===== config.mk =====
export PLATFORM = sky130hd
export DESIGN_NAME = scan_chain_capture
export DESIGN_NICKNAME = d
export VERILOG_FILES = /design/src/rtl/scan_pkg.sv /design/src/rtl/sync_edge.sv /design/src/rtl/scan_chain_capture.sv
export SDC_FILE = /design/constraint.sdc
export NUM_CORES = 1
export LEC_CHECK = 0
export CAP_MARGIN = 10
export CORE_MARGIN = 8
export CORE_UTILIZATION = 55
export DETAILED_ROUTE_END_ITERATION = 16
export PLACE_DENSITY = 0.8
export SLEW_MARGIN = 40
export SYNTH_ARGS = -nofsm -noshare
export SYNTH_HDL_FRONTEND = slang
export SYNTH_SLANG_ARGS = --single-unit

===== constraint.sdc =====
create_clock -name clk -period 8.1 [get_ports clk]
set_input_delay 1.62 -clock clk [delete_from_list [all_inputs] [get_ports clk]]
set_output_delay 1.62 -clock clk [all_outputs]
set_load 0.02 [all_outputs]

===== src/rtl/scan_pkg.sv =====
// Shared definitions for the scan-chain driver and capture blocks.
//   cap_state_t   - capture FSM states
//   drv_state_t   - scan driver FSM encodings, kept here so both ends agree
//   DEF_CHAIN_LEN - default chain length
package scan_pkg;

    localparam int DEF_CHAIN_LEN = 8;

    typedef enum logic [2:0] {
        ST_IDLE     = 3'd0,
        ST_WAIT_RST = 3'd1,
        ST_WAIT_REL = 3'd2,
        ST_SHIFT    = 3'd3,
        ST_DONE     = 3'd4
    } cap_state_t;

    typedef enum logic [1:0] {
        DRV_IDLE  = 2'd0,
        DRV_RESET = 2'd1,
        DRV_SHIFT = 2'd2,
        DRV_DONE  = 2'd3
    } drv_state_t;

endpackage


===== src/rtl/sync_edge.sv =====
// N-flop synchroniser with a rising-edge strobe.
//   clk, rst_n - system clock, async active-low reset
//   d          - asynchronous input
//   q          - synchronised level
//   rise       - one-cycle strobe when q goes 0 -> 1
module sync_edge #(
    parameter int STAGES = 2
) (
    input  logic clk,
    input  logic rst_n,
    input  logic d,
    output logic q,
    output logic rise
);

    logic [STAGES-1:0] sync_q;
    logic              q_prev;

    always_ff @(posedge clk or negedge rst_n) begin
        if (!rst_n) begin
            sync_q <= '0;
            q_prev <= 1'b0;
        end else begin
            sync_q <= {sync_q[STAGES-2:0], d};
            q_prev <= sync_q[STAGES-1];
        end
    end

    assign q    = sync_q[STAGES-1];
    assign rise = sync_q[STAGES-1] & ~q_prev;

endmodule


===== src/rtl/scan_chain_capture.sv =====
// Receive stage for the test scan chain: deserialises dout on synchronised
// scan_clk rising edges, then compares against a golden pattern.
//   arm/expected        - start a capture (accepted only when idle)
//   scan_clk/scan_rst/dout - asynchronous chain signals from the driver
//   busy/done           - run in progress / one-cycle result strobe
//   captured/pass/mismatch_cnt/timeout - results, held until next arm
//
// state       | meaning
// ST_IDLE     | waiting for arm
// ST_WAIT_RST | waiting for chain reset assertion
// ST_WAIT_REL | waiting for chain reset release
// ST_SHIFT    | capturing one bit per scan_clk rise, timeout running
// ST_DONE     | one cycle: register results, pulse done
module scan_chain_capture
    import scan_pkg::*;
#(
    parameter int CHAIN_LEN   = DEF_CHAIN_LEN,
    parameter int SYNC_STAGES = 2,
    parameter int TIMEOUT     = 1024
) (
    input  logic                           clk,
    input  logic                           rst_n,
    input  logic                           arm,
    input  logic [CHAIN_LEN-1:0]           expected,
    input  logic                           scan_clk,
    input  logic                           scan_rst,
    input  logic                           dout,
    output logic                           busy,
    output logic                           done,
    output logic [CHAIN_LEN-1:0]           captured,
    output logic                           pass,
    output logic [$clog2(CHAIN_LEN+1)-1:0] mismatch_cnt,
    output logic                           timeout
);

    localparam int CW = (CHAIN_LEN > 1) ? $clog2(CHAIN_LEN) : 1;
    localparam int MW = $clog2(CHAIN_LEN + 1);
    localparam int TW = (TIMEOUT > 1) ? $clog2(TIMEOUT) : 1;
    localparam logic [CW-1:0] LAST_BIT = CW'(CHAIN_LEN - 1);
    localparam logic [TW-1:0] TMO_LAST = TW'(TIMEOUT - 1);

    cap_state_t             state, state_nx;
    logic [CHAIN_LEN-1:0]   expected_q;
    logic [CW-1:0]          bit_cnt;
    logic [TW-1:0]          tmo_cnt;
    logic                   tmo_flag;
    logic [MW-1:0]          mism_nx;

    logic sc_q_unused, sc_rise;
    logic rst_s, rst_rise_unused;
    logic dout_s, dout_rise_unused;

    sync_edge #(.STAGES(SYNC_STAGES)) u_sync_sclk (
        .clk(clk), .rst_n(rst_n), .d(scan_clk), .q(sc_q_unused), .rise(sc_rise)
    );
    sync_edge #(.STAGES(SYNC_STAGES)) u_sync_srst (
        .clk(clk), .rst_n(rst_n), .d(scan_rst), .q(rst_s), .rise(rst_rise_unused)
    );
    sync_edge #(.STAGES(SYNC_STAGES)) u_sync_dout (
        .clk(clk), .rst_n(rst_n), .d(dout), .q(dout_s), .rise(dout_rise_unused)
    );

    always_ff @(posedge clk or negedge rst_n) begin
        if (!rst_n) state <= ST_IDLE;
        else        state <= state_nx;
    end

    always_comb begin
        state_nx = state;
        case (state)
            ST_IDLE:     if (arm) state_nx = ST_WAIT_RST;
            ST_WAIT_RST: if (rst_s) state_nx = ST_WAIT_REL;
            ST_WAIT_REL: if (!rst_s) state_nx = ST_SHIFT;
            ST_SHIFT: begin
                // A chain reset restarts the run and outranks everything else.
                if (rst_s)                                  state_nx = ST_WAIT_REL;
                else if (sc_rise && bit_cnt == LAST_BIT)    state_nx = ST_DONE;
                else if (!sc_rise && tmo_cnt == TMO_LAST)   state_nx = ST_DONE;
            end
            ST_DONE:     state_nx = ST_IDLE;
            default:     state_nx = ST_IDLE;
        endcase
    end

    always_comb begin
        mism_nx = '0;
        for (int i = 0; i < CHAIN_LEN; i++)
            mism_nx = mism_nx + MW'(captured[i] ^ expected_q[i]);
    end

    always_ff @(posedge clk or negedge rst_n) begin
        if (!rst_n) begin
            expected_q   <= '0;
            captured     <= '0;
            bit_cnt      <= '0;
            tmo_cnt      <= '0;
            tmo_flag     <= 1'b0;
            busy         <= 1'b0;
            done         <= 1'b0;
            pass         <= 1'b0;
            mismatch_cnt <= '0;
            timeout      <= 1'b0;
        end else begin
            done <= 1'b0;
            case (state)
                ST_IDLE: begin
                    if (arm) begin
                        expected_q   <= expected;
                        captured     <= '0;
                        bit_cnt      <= '0;
                        tmo_flag     <= 1'b0;
                        busy         <= 1'b1;
                        pass         <= 1'b0;
                        mismatch_cnt <= '0;
                        timeout      <= 1'b0;
                    end
                end
                ST_WAIT_REL: tmo_cnt <= '0;
                ST_SHIFT: begin
                    if (rst_s) begin
                        captured <= '0;
                        bit_cnt  <= '0;
                        tmo_cnt  <= '0;
                    end else if (sc_rise) begin
                        captured[bit_cnt] <= dout_s;
                        if (bit_cnt != LAST_BIT) bit_cnt <= bit_cnt + CW'(1);
                        tmo_cnt <= '0;
                    end else if (tmo_cnt == TMO_LAST) begin
                        tmo_flag <= 1'b1;
                    end else begin
                        tmo_cnt <= tmo_cnt + TW'(1);
                    end
                end
                ST_DONE: begin
                    pass         <= !tmo_flag && (captured == expected_q);
                    mismatch_cnt <= mism_nx;
                    timeout      <= tmo_flag;
                    done         <= 1'b1;
                    busy         <= 1'b0;
                end
                default: ;
            endcase
        end
    end

endmodule


==> results of run 1 <==
==> cells by family (layout without fill, tap and decap cells) <==
| family | after synthesis | in the layout | share of synthesized area |
|---|---|---|---|
| flops | 48 | 48 | 0.499 |
| mux | 12 | 12 | 0.0561 |
| fa+ha+maj | 11 | 11 | 0.0696 |
| compound gates | 60 | 60 | 0.163 |
| buf+inv | 25 | 51 | 0.0431 |
| simple gates | 55 | 55 | 0.129 |
| xor+xnor | 11 | 11 | 0.0400 |
==> power breakdown <==
part | total, µW | switching (µW) | internal [µW]
clock network | 178 | 85.3 | 93.0
registers | 332 | 48.6 | 284
logic | 442 | 237 | 205
==> cell usage after synthesis (all sizes together), types with 4 or more instances <==
library cell | n | area [µm²]
xnor2 | 5 | 43.8
ha | 7 | 87.6
dfrtp | 48 | 1200
nand4 | 6 | 37.5
nand2 | 17 | 63.8
a21oi | 10 | 50.1
nor3 | 4 | 20.0
a31oi | 7 | 43.8
inv | 13 | 48.8
fa | 4 | 80.1
buf | 8 | 40.0
o21ai | 19 | 95.1
o22ai | 5 | 45.0
nor2 | 8 | 30.0
mux2 | 9 | 105
xor2 | 6 | 52.6
clkbuf | 4 | 15.0
==> worst max-delay path by stage <==
stage | from | to | slack, ps | depth (start not counted)
floorplan | captured[0] | mismatch_cnt[1] | 4840 | 11
global placement | arm | bit_cnt[0] | 4800 | 6
detailed placement | arm | bit_cnt[0] | 4790 | 6
CTS | captured[0] | mismatch_cnt[2] | 4740 | 12
global route | captured[0] | mismatch_cnt[2] | 4590 | 12
finish | captured[0] | mismatch_cnt[2] | 4780 | 12
==> through the flow <==
stage	hold WS, ps	util	setup WS (ps)	instance area, µm²
global placement	333	0.631	4800	2710
detailed placement	338	0.633	4790	2720
finish	354	0.660	4780	2830
floorplan	331	-	4840	2410
CTS	359	0.660	4740	2830
global route	364	0.660	4590	2830
==> final cells by class <==
class / count / area (µm²) / share of cell area
flip-flops and latches: 48 / 1200 / 0.424
multi-input cells: 149 / 1110 / 0.390
repair buffers: 30 / 295 / 0.104
clock buffers: 5 / 68.8 / 0.0243
well taps: 52 / 65.1 / 0.0230
inverters: 13 / 48.8 / 0.0172
clock inverters: 3 / 47.5 / 0.0168
==> metal layers <==
layer	global-route usage	vias up	routed length [µm]
li1	-	847	-
met1	0.198	877	2210
met2	0.237	43	2300
met3	0.0455	2	276
met4	0.0509	0	25
met5	0	-	0
==> flip-flops by register name, indices dropped and copies added, names as in the netlist <==
register            count
u_sync_sclk.q_prev      1
bit_cnt                 3
mismatch_cnt            4
u_sync_sclk.sync_q      2
busy                    1
tmo_flag                1
expected_q              8
timeout                 1
done                    1
tmo_cnt                10
pass                    1
state                   3
captured                8
u_sync_dout.sync_q      2
u_sync_srst.sync_q      2
==> metrics.cfg, run 1 <==
[global_routing]
grt_start_max_net_pins = 49
grtUsageTotal = 0.152
overflow = 0
grt_antenna_before_repair = 0
grt_first_pass_wirelength_um = 7980
grt_pass1_vias = 1668

[critical_path]
path_cells = xnor2_1 -> inv_1 -> fa_1 -> fa_1 -> inv_1 -> fa_1 -> inv_1 -> ha_1 -> inv_1 -> fa_1 -> xor2_1 -> o22ai_1
rr_endpoint = mismatch_cnt[2]
endpoint_kind = register
cpMaxStageDelayCell = fa_1
crit_arrival_ps = 3500
r2r_cells = 12
r2r-start = captured[0]
worstSetupPathType = reg2reg
reg2reg_slack_ps = 4780
cp_num_buf_inv = 4
cp_data_required_time_ps = 8280
cp-start-kind = register
cp_max_fo = 3
path_delay_family = adder cells
slowest_delay_ps = 540

[place]
hpwl_um = 3370
dpl.cell_count = 292
port_buffers = 29
gp_congestion = 0.829

[final_layout]
final_cell_mix = dfrtp_1, clkdlybuf4s50_1, o21ai_0
layout_commonest_cell = dfrtp_1
n_antenna_cell = 0
layout.cells.non_filler = 300
fin_nets = 272
fill_cells = 344
drive_above_1_share = 0.0927
syn_to_final_growth_pct = 17.6

[synthesis]
ys.flop_type = dfrtp_1
ys_seq_area_frac = 0.499
synth_cell_types = 46
avgSynthCellArea_um2 = 10.8
synth_edf_count = 0
yosysWarnings = 0
synth_nets = 247
synth_area_mm2 = 0.00241
synth_seq_cells = 48
synth_cells = 222
async_flop_share = 1.00

[job]
maxCapViolCount = 0

[sta]
slew_viol_final = 0
maxSlewHeadroom = 0.477
hold_viol_final = 0
skew_ps = 8.62
worst_slew_pin_slew_ps = 781
fin_crit_ps = 3320
fin_crit_sh = 0.410
rsz0062_at_grt = no
final.setup.tns_ps = 0
setup_violations = 0
max_freq_ghz = 0.301

[route]
first_pass_iters = 4
first_iter_violations = 93
dr_total_vias = 1769
drt_wl_total_um = 4810
drcViolationCount = 0
vias_per_cell = 5.90
wire_per_inst_um = 16.0
final_antenna_net_count = 0

[cts]
h-tree-depth = 2
cts.clk_slew.worst_paths_ps = 100
cts_buffers = 5
clkLatencyLatePin_ps = 310
cts_tree = built
cts-root-buf = clkbuf_8
numClockSinks = 48
cts_hold_buf = 0
post_cts_buffers = 0
clk_path_buf_depth = 2
cts-resized-gates = 0

[status]
status = complete, no violations

[die]
die_area_mm2 = 0.00675
core_area_mm2 = 0.00429
die_y_um = 82.2
rows = 24
start_util = 0.561
die_x_um = 82.2
io-pin-count = 30

[pwr]
ir_drop_mv = 0.151
p_per_area_mw_per_mm2 = 336
power_leakage_uw = 0.00121
fin_total_pwr_uw = 952

[hold_path]
hold_path.class = reg2reg
min_from = u_sync_dout.sync_q[0]
whs_endpoint = u_sync_dout.sync_q[1]
hold_depth = 0

No activity file was read; power rests on OpenSTA's default activity.
==> run 2, diff against run 1 <==
Clock period 8.1 ns to 3.2 ns, I/O delays scaled along.
==> metrics.cfg, run 2 (synthesis results as in run 1) <==
[status]
status = complete, but fails checks
violations = setup timing

[place]
gp_congestion = 0.908
hpwl_um = 3500
dpl.cell_count = 296
port_buffers = 29
place_area_mm2 = 0.00275

[cts]
cts.clk_slew.worst_paths_ps = 90
clkLatencyLatePin_ps = 300
cts-root-buf = clkbuf_8
numClockSinks = 48
h-tree-depth = 2
cts_tree = built
clk_path_buf_depth = 2
cts_buffers = 5

[critical_path]
cp-start-kind = register
worstSetupPathType = reg2reg
endpoint_kind = register
cp_data_required_time_ps = 3370
path_cells = xnor2_2 -> inv_2 -> fa_1 -> fa_1 -> inv_2 -> fa_1 -> inv_1 -> ha_2 -> inv_2 -> fa_2 -> o22ai_1
r2r-start = expected_q[0]
crit_arrival_ps = 3380
slowest_delay_ps = 540
startpoint = expected_q[0]
cpMaxStageDelayCell = fa_1
cp_max_fo = 2

[hold_path]
hold_path.class = in2async

[global_routing]
gr-usage-met3 = 0.0390
met2_usage = 0.263
grtUsageTotal = 0.158
grt_antenna_before_repair = 0
overflow = 0
grt_pass1_vias = 1746
grt_use_met1 = 0.197
busiest_layer = met2
grt_start_max_net_pins = 49
grt_first_pass_wirelength_um = 8340

[sta]
skew_ps = 5.49
slew_viol_final = 0
fin_crit_sh = 1.00
fin_crit_ps = 3210
setup_violations = 1
maxSlewHeadroom = 0.510
rsz0062_at_grt = yes
worst_slew_pin_slew_ps = 732
fin_ws_ps = -14.3
max_freq_ghz = 0.311
hold_viol_final = 0
fin_hold_ws_ps = 337
final.setup.tns_ps = -14.3

[final_layout]
final_cell_mix = dfrtp_1, clkdlybuf4s50_1, o21ai_0
largest_reg_flops = 10
drive_above_1_share = 0.142
fin_area_mm2 = 0.00287
layout_commonest_cell = dfrtp_1
fill_cells = 333
multiInputGateArea_mm2 = 0.00112
layout.cells.non_filler = 306
regArea_mm2 = 0.00120
fin_nets = 278
reg.largest.list = tmo_cnt x10, captured x8, expected_q x8
n_antenna_cell = 0
syn_to_final_growth_pct = 19.3
top_register = tmo_cnt

[die]
core_area_mm2 = 0.00429
start_util = 0.561
rows = 24
die_area_mm2 = 0.00675
die_x_um = 82.2
die_y_um = 82.2
io-pin-count = 30

[route]
drcViolationCount = 0
final_antenna_net_count = 0
drt_wl_total_um = 5000
first_iter_violations = 98
wire_per_inst_um = 16.3
first_pass_iters = 4
dr_total_vias = 1781
vias_per_cell = 5.82

[pwr]
power_leakage_uw = 0.00123
p_per_area_mw_per_mm2 = 850
ir_drop_mv = 0.420

[job]
maxCapViolCount = 0

## run 2: metal layers
metal	routed length (µm)	vias up
li1	-	859
met1	2130	864
met2	2490	49
met3	311	9
met4	72	0
met5	0	-
## run 2: cell type report
class | instances | area share
Sequential cell | 48 | 0.419
Multi-Input combinational cell | 149 | 0.391
Timing Repair Buffer | 36 | 0.118
Clock buffer | 6 | 0.0287
Tap cell | 52 | 0.0226
Inverter | 13 | 0.0170
Clock inverter | 2 | 0.00348
## run 2: where the power goes
part           total [µW]  internal, µW  switching [µW]
Combinational        1220           584             639
Sequential            850           719             131
Clock                 369           173             196
## run 2: worst paths after layout
path | end | cells past startpoint | slack, ps
max reg2reg | mismatch_cnt[1] | 11 | -10
max | mismatch_cnt[1] | 11 | -10
min reg2reg | u_sync_dout.sync_q[1] | 0 | 350
min | tmo_cnt[1] | 1 | 340
max in group asynchronous | captured[0] | 1 | 2410
min in group clk | u_sync_dout.sync_q[1] | 0 | 350
## run 2: stage by stage
step	util	worst slack, ps	total power (µW)
6_report	0.669	-14.3	2440
5_1_grt	0.669	-142	2690
4_1_cts	0.667	-5.90	2440
3_5_place_dp	0.641	-79.9	2000
3_3_place_gp	0.640	18.2	1950
2_1_floorplan	-	8.47	1710
## run 2: repair_timing
item                                    in CTS  in global routing
pin swaps                                    5                  0
resized for setup                            5                  1
setup buffers                                1                  1
gates cloned                                 0                  0
hold buffers                                 0                  0
endpoints found under the setup margin       2                  2
## run 2: worst max-delay path, delay by kind of cell (launching register included)
| kind | cells | cell delay, ps |
|---|---|---|
| AO/OA/AOI/OAI | 1 | 70 |
| XOR/XNOR | 1 | 230 |
| adder cells (fa/ha/maj) | 5 | 2150 |
| buffers and inverters | 4 | 210 |
| flip-flops | 1 | 420 |
==> run 3, diff against run 2 <==
Settings changed: ABC_AREA set to 1, SETUP_SLACK_MARGIN set to 0.3.
==> metrics.cfg, run 3 <==
[status]
status = complete, no violations

[global_routing]
grt_pass1_vias = 2007
grt_first_pass_wirelength_um = 9330
overflow = 0
grtUsageTotal = 0.157
grt_antenna_before_repair = 0
grt_start_max_net_pins = 49

[critical_path]
cp-start-kind = register
cp_max_fo = 2
path_delay_family = adder cells
cpMaxStageDelayCell = fa_2
slowest_delay_ps = 510
r2r-start = captured[1]
path_cells = xnor2_2 -> inv_1 -> fa_1 -> fa_1 -> inv_1 -> fa_1 -> inv_1 -> ha_2 -> inv_2 -> fa_2 -> o21ai_1
worstSetupPathType = reg2reg
startpoint = captured[1]
cp_num_buf_inv = 4
cp_data_required_time_ps = 3390
endpoint_kind = register
crit_arrival_ps = 3250

[synthesis]
synth_edf_count = 0
synth_area_leaders = dfrtp_1, nand2_1, inv_1
synth-compound-area-share = 0.0667
synth_cells = 305
synth_top_family_by_area = simple AND/OR/NAND/NOR gates
avgSynthCellArea_um2 = 8.30
yosysMostFrequentCell = nand2_1
yosysWarnings = 0
synth_common_cells = nand2_1, dfrtp_1, inv_1
synth_seq_cells = 48
synth_area_mm2 = 0.00253
synth_largest_area_cell = dfrtp_1
synth-simple-area-share = 0.290
synth_cell_types = 27
ys.flop_type = dfrtp_1
synth_top_cell_area_share = 0.475
muxShareOfSynthArea = 0
synth_nets = 330
ys_seq_area_frac = 0.475
synthAdderAreaFrac = 0.0662
synthXorXnorAreaFrac = 0.0415
async_flop_share = 1.00

[sta]
final.setup.tns_ps = 0
rsz0062_at_grt = yes
fin_crit_sh = 0.957
slew_viol_final = 0
fin_ws_ps = 138
skew_ps = 13.6
setup_violations = 0
max_freq_ghz = 0.327
hold_viol_final = 0
maxSlewHeadroom = 0.606
worst_slew_pin_slew_ps = 591
fin_crit_ps = 3060

[cts]
clkLatencyLatePin_ps = 310
cts.clk_slew.worst_paths_ps = 100
clk_path_buf_depth = 2
cts_buffers = 5
cts_tree = built
cts_hold_buf = 0
cts-root-buf = clkbuf_8
numClockSinks = 48
h-tree-depth = 2

[die]
die_area_mm2 = 0.00703
core_area_mm2 = 0.00438
io-pin-count = 30
start_util = 0.577
die_x_um = 83.8
die_y_um = 83.8
rows = 24

[place]
post-place-ws_ps = 127
place_area_mm2 = 0.00289
gp_congestion = 0.857
hpwl_um = 3910
port_buffers = 29

[route]
drt_wl_total_um = 5350
first_pass_iters = 4
wire_per_inst_um = 13.5
vias_per_cell = 5.25
first_iter_violations = 132
final_antenna_net_count = 0
drcViolationCount = 0
dr_total_vias = 2073

[final_layout]
drive_above_1_share = 0.0991
n_antenna_cell = 0
largest_reg_flops = 10
fin_area_mm2 = 0.00303
fin_nets = 367
top_register = tmo_cnt
reg.largest.list = tmo_cnt x10, captured x8, expected_q x8
syn_to_final_growth_pct = 19.9
layout_commonest_cell = nand2_1
fill_cells = 352
final_cell_mix = nand2_1, dfrtp_1, inv_1

[hold_path]
hold_path.class = in2async

[pwr]
ir_drop_mv = 0.402
p_per_area_mw_per_mm2 = 807
power_leakage_uw = 0.00151

[job]
maxCapViolCount = 0

-- run 3: cell types whose count changed after synthesis, moves of 4 or more --
cell      before  now
a21oi_1       10    3
a31oi_1        7    1
buf_2          5    0
clkbuf_1       4    0
inv_1         13   36
mux2_2         8    0
nand2_1       17   94
nand3_1        1   16
nor2_1         8   26
nor3_1         4   10
o22ai_1        4    0
-- run 3: path summary, 6_finish.rpt --
| path | slack, ps | end | cells after the start |
|---|---|---|---|
| min | 320 | tmo_cnt[5] | 1 |
| min in group clk | 360 | u_sync_dout.sync_q[1] | 0 |
| max in group asynchronous | 2440 | captured[1] | 1 |
| max reg2reg | 140 | mismatch_cnt[1] | 11 |
| max | 140 | mismatch_cnt[1] | 11 |
| min reg2reg | 360 | u_sync_dout.sync_q[1] | 0 |
-- run 3: layer usage --
metal | share of wire | wire, µm | global-route usage
met3 | 0.050 | 268 | 0.0391
met1 | 0.47 | 2490 | 0.203
met5 | 0 | 0 | 0
met2 | 0.48 | 2550 | 0.252
met4 | 0.0082 | 44 | 0.0471
-- run 3: kinds of logic after synthesis --
logic type / Yosys count
buffers and inverters: 39
AND/OR/NAND/NOR: 165
XOR/XNOR: 12
AO/OA/AOI/OAI: 30
adder cells (fa/ha/maj): 11
flip-flops: 48
-- run 3: final cells by class --
class                   count  area (µm²)  share of cell area
repair buffers             31         303              0.0998
clock buffers               5        68.8              0.0227
inverters                  38         143              0.0470
clock inverters             3        46.3              0.0153
multi-input cells         218        1200               0.397
well taps                  52        65.1              0.0214
flip-flops and latches     48        1200               0.397
-- run 3: stage by stage --
step / hold WS, ps / utilization / power [µW] / instances
3_5_place_dp: 336 / 0.659 / 1980 / 385
6_report: 324 / 0.692 / 2450 / 395
2_1_floorplan: 331 / - / 1650 / 305
3_3_place_gp: 332 / 0.658 / 1890 / 385
5_1_grt: 365 / 0.692 / 2670 / 395
4_1_cts: 356 / 0.692 / 2450 / 395
-- run 3: what timing repair did --
| action | CTS | global route |
|---|---|---|
| gates resized for setup | 2 | 1 |
| setup buffers | 2 | 0 |
| setup endpoints to repair | 2 | 3 |
| pin swaps | 1 | 1 |
-- run 3: power breakdown --
group / internal (µW) / switching (µW) / leakage [µW]
Sequential: 712 / 99.0 / 0.000627
Combinational: 473 / 715 / 0.000829
Clock: 235 / 212 / 0.0000548
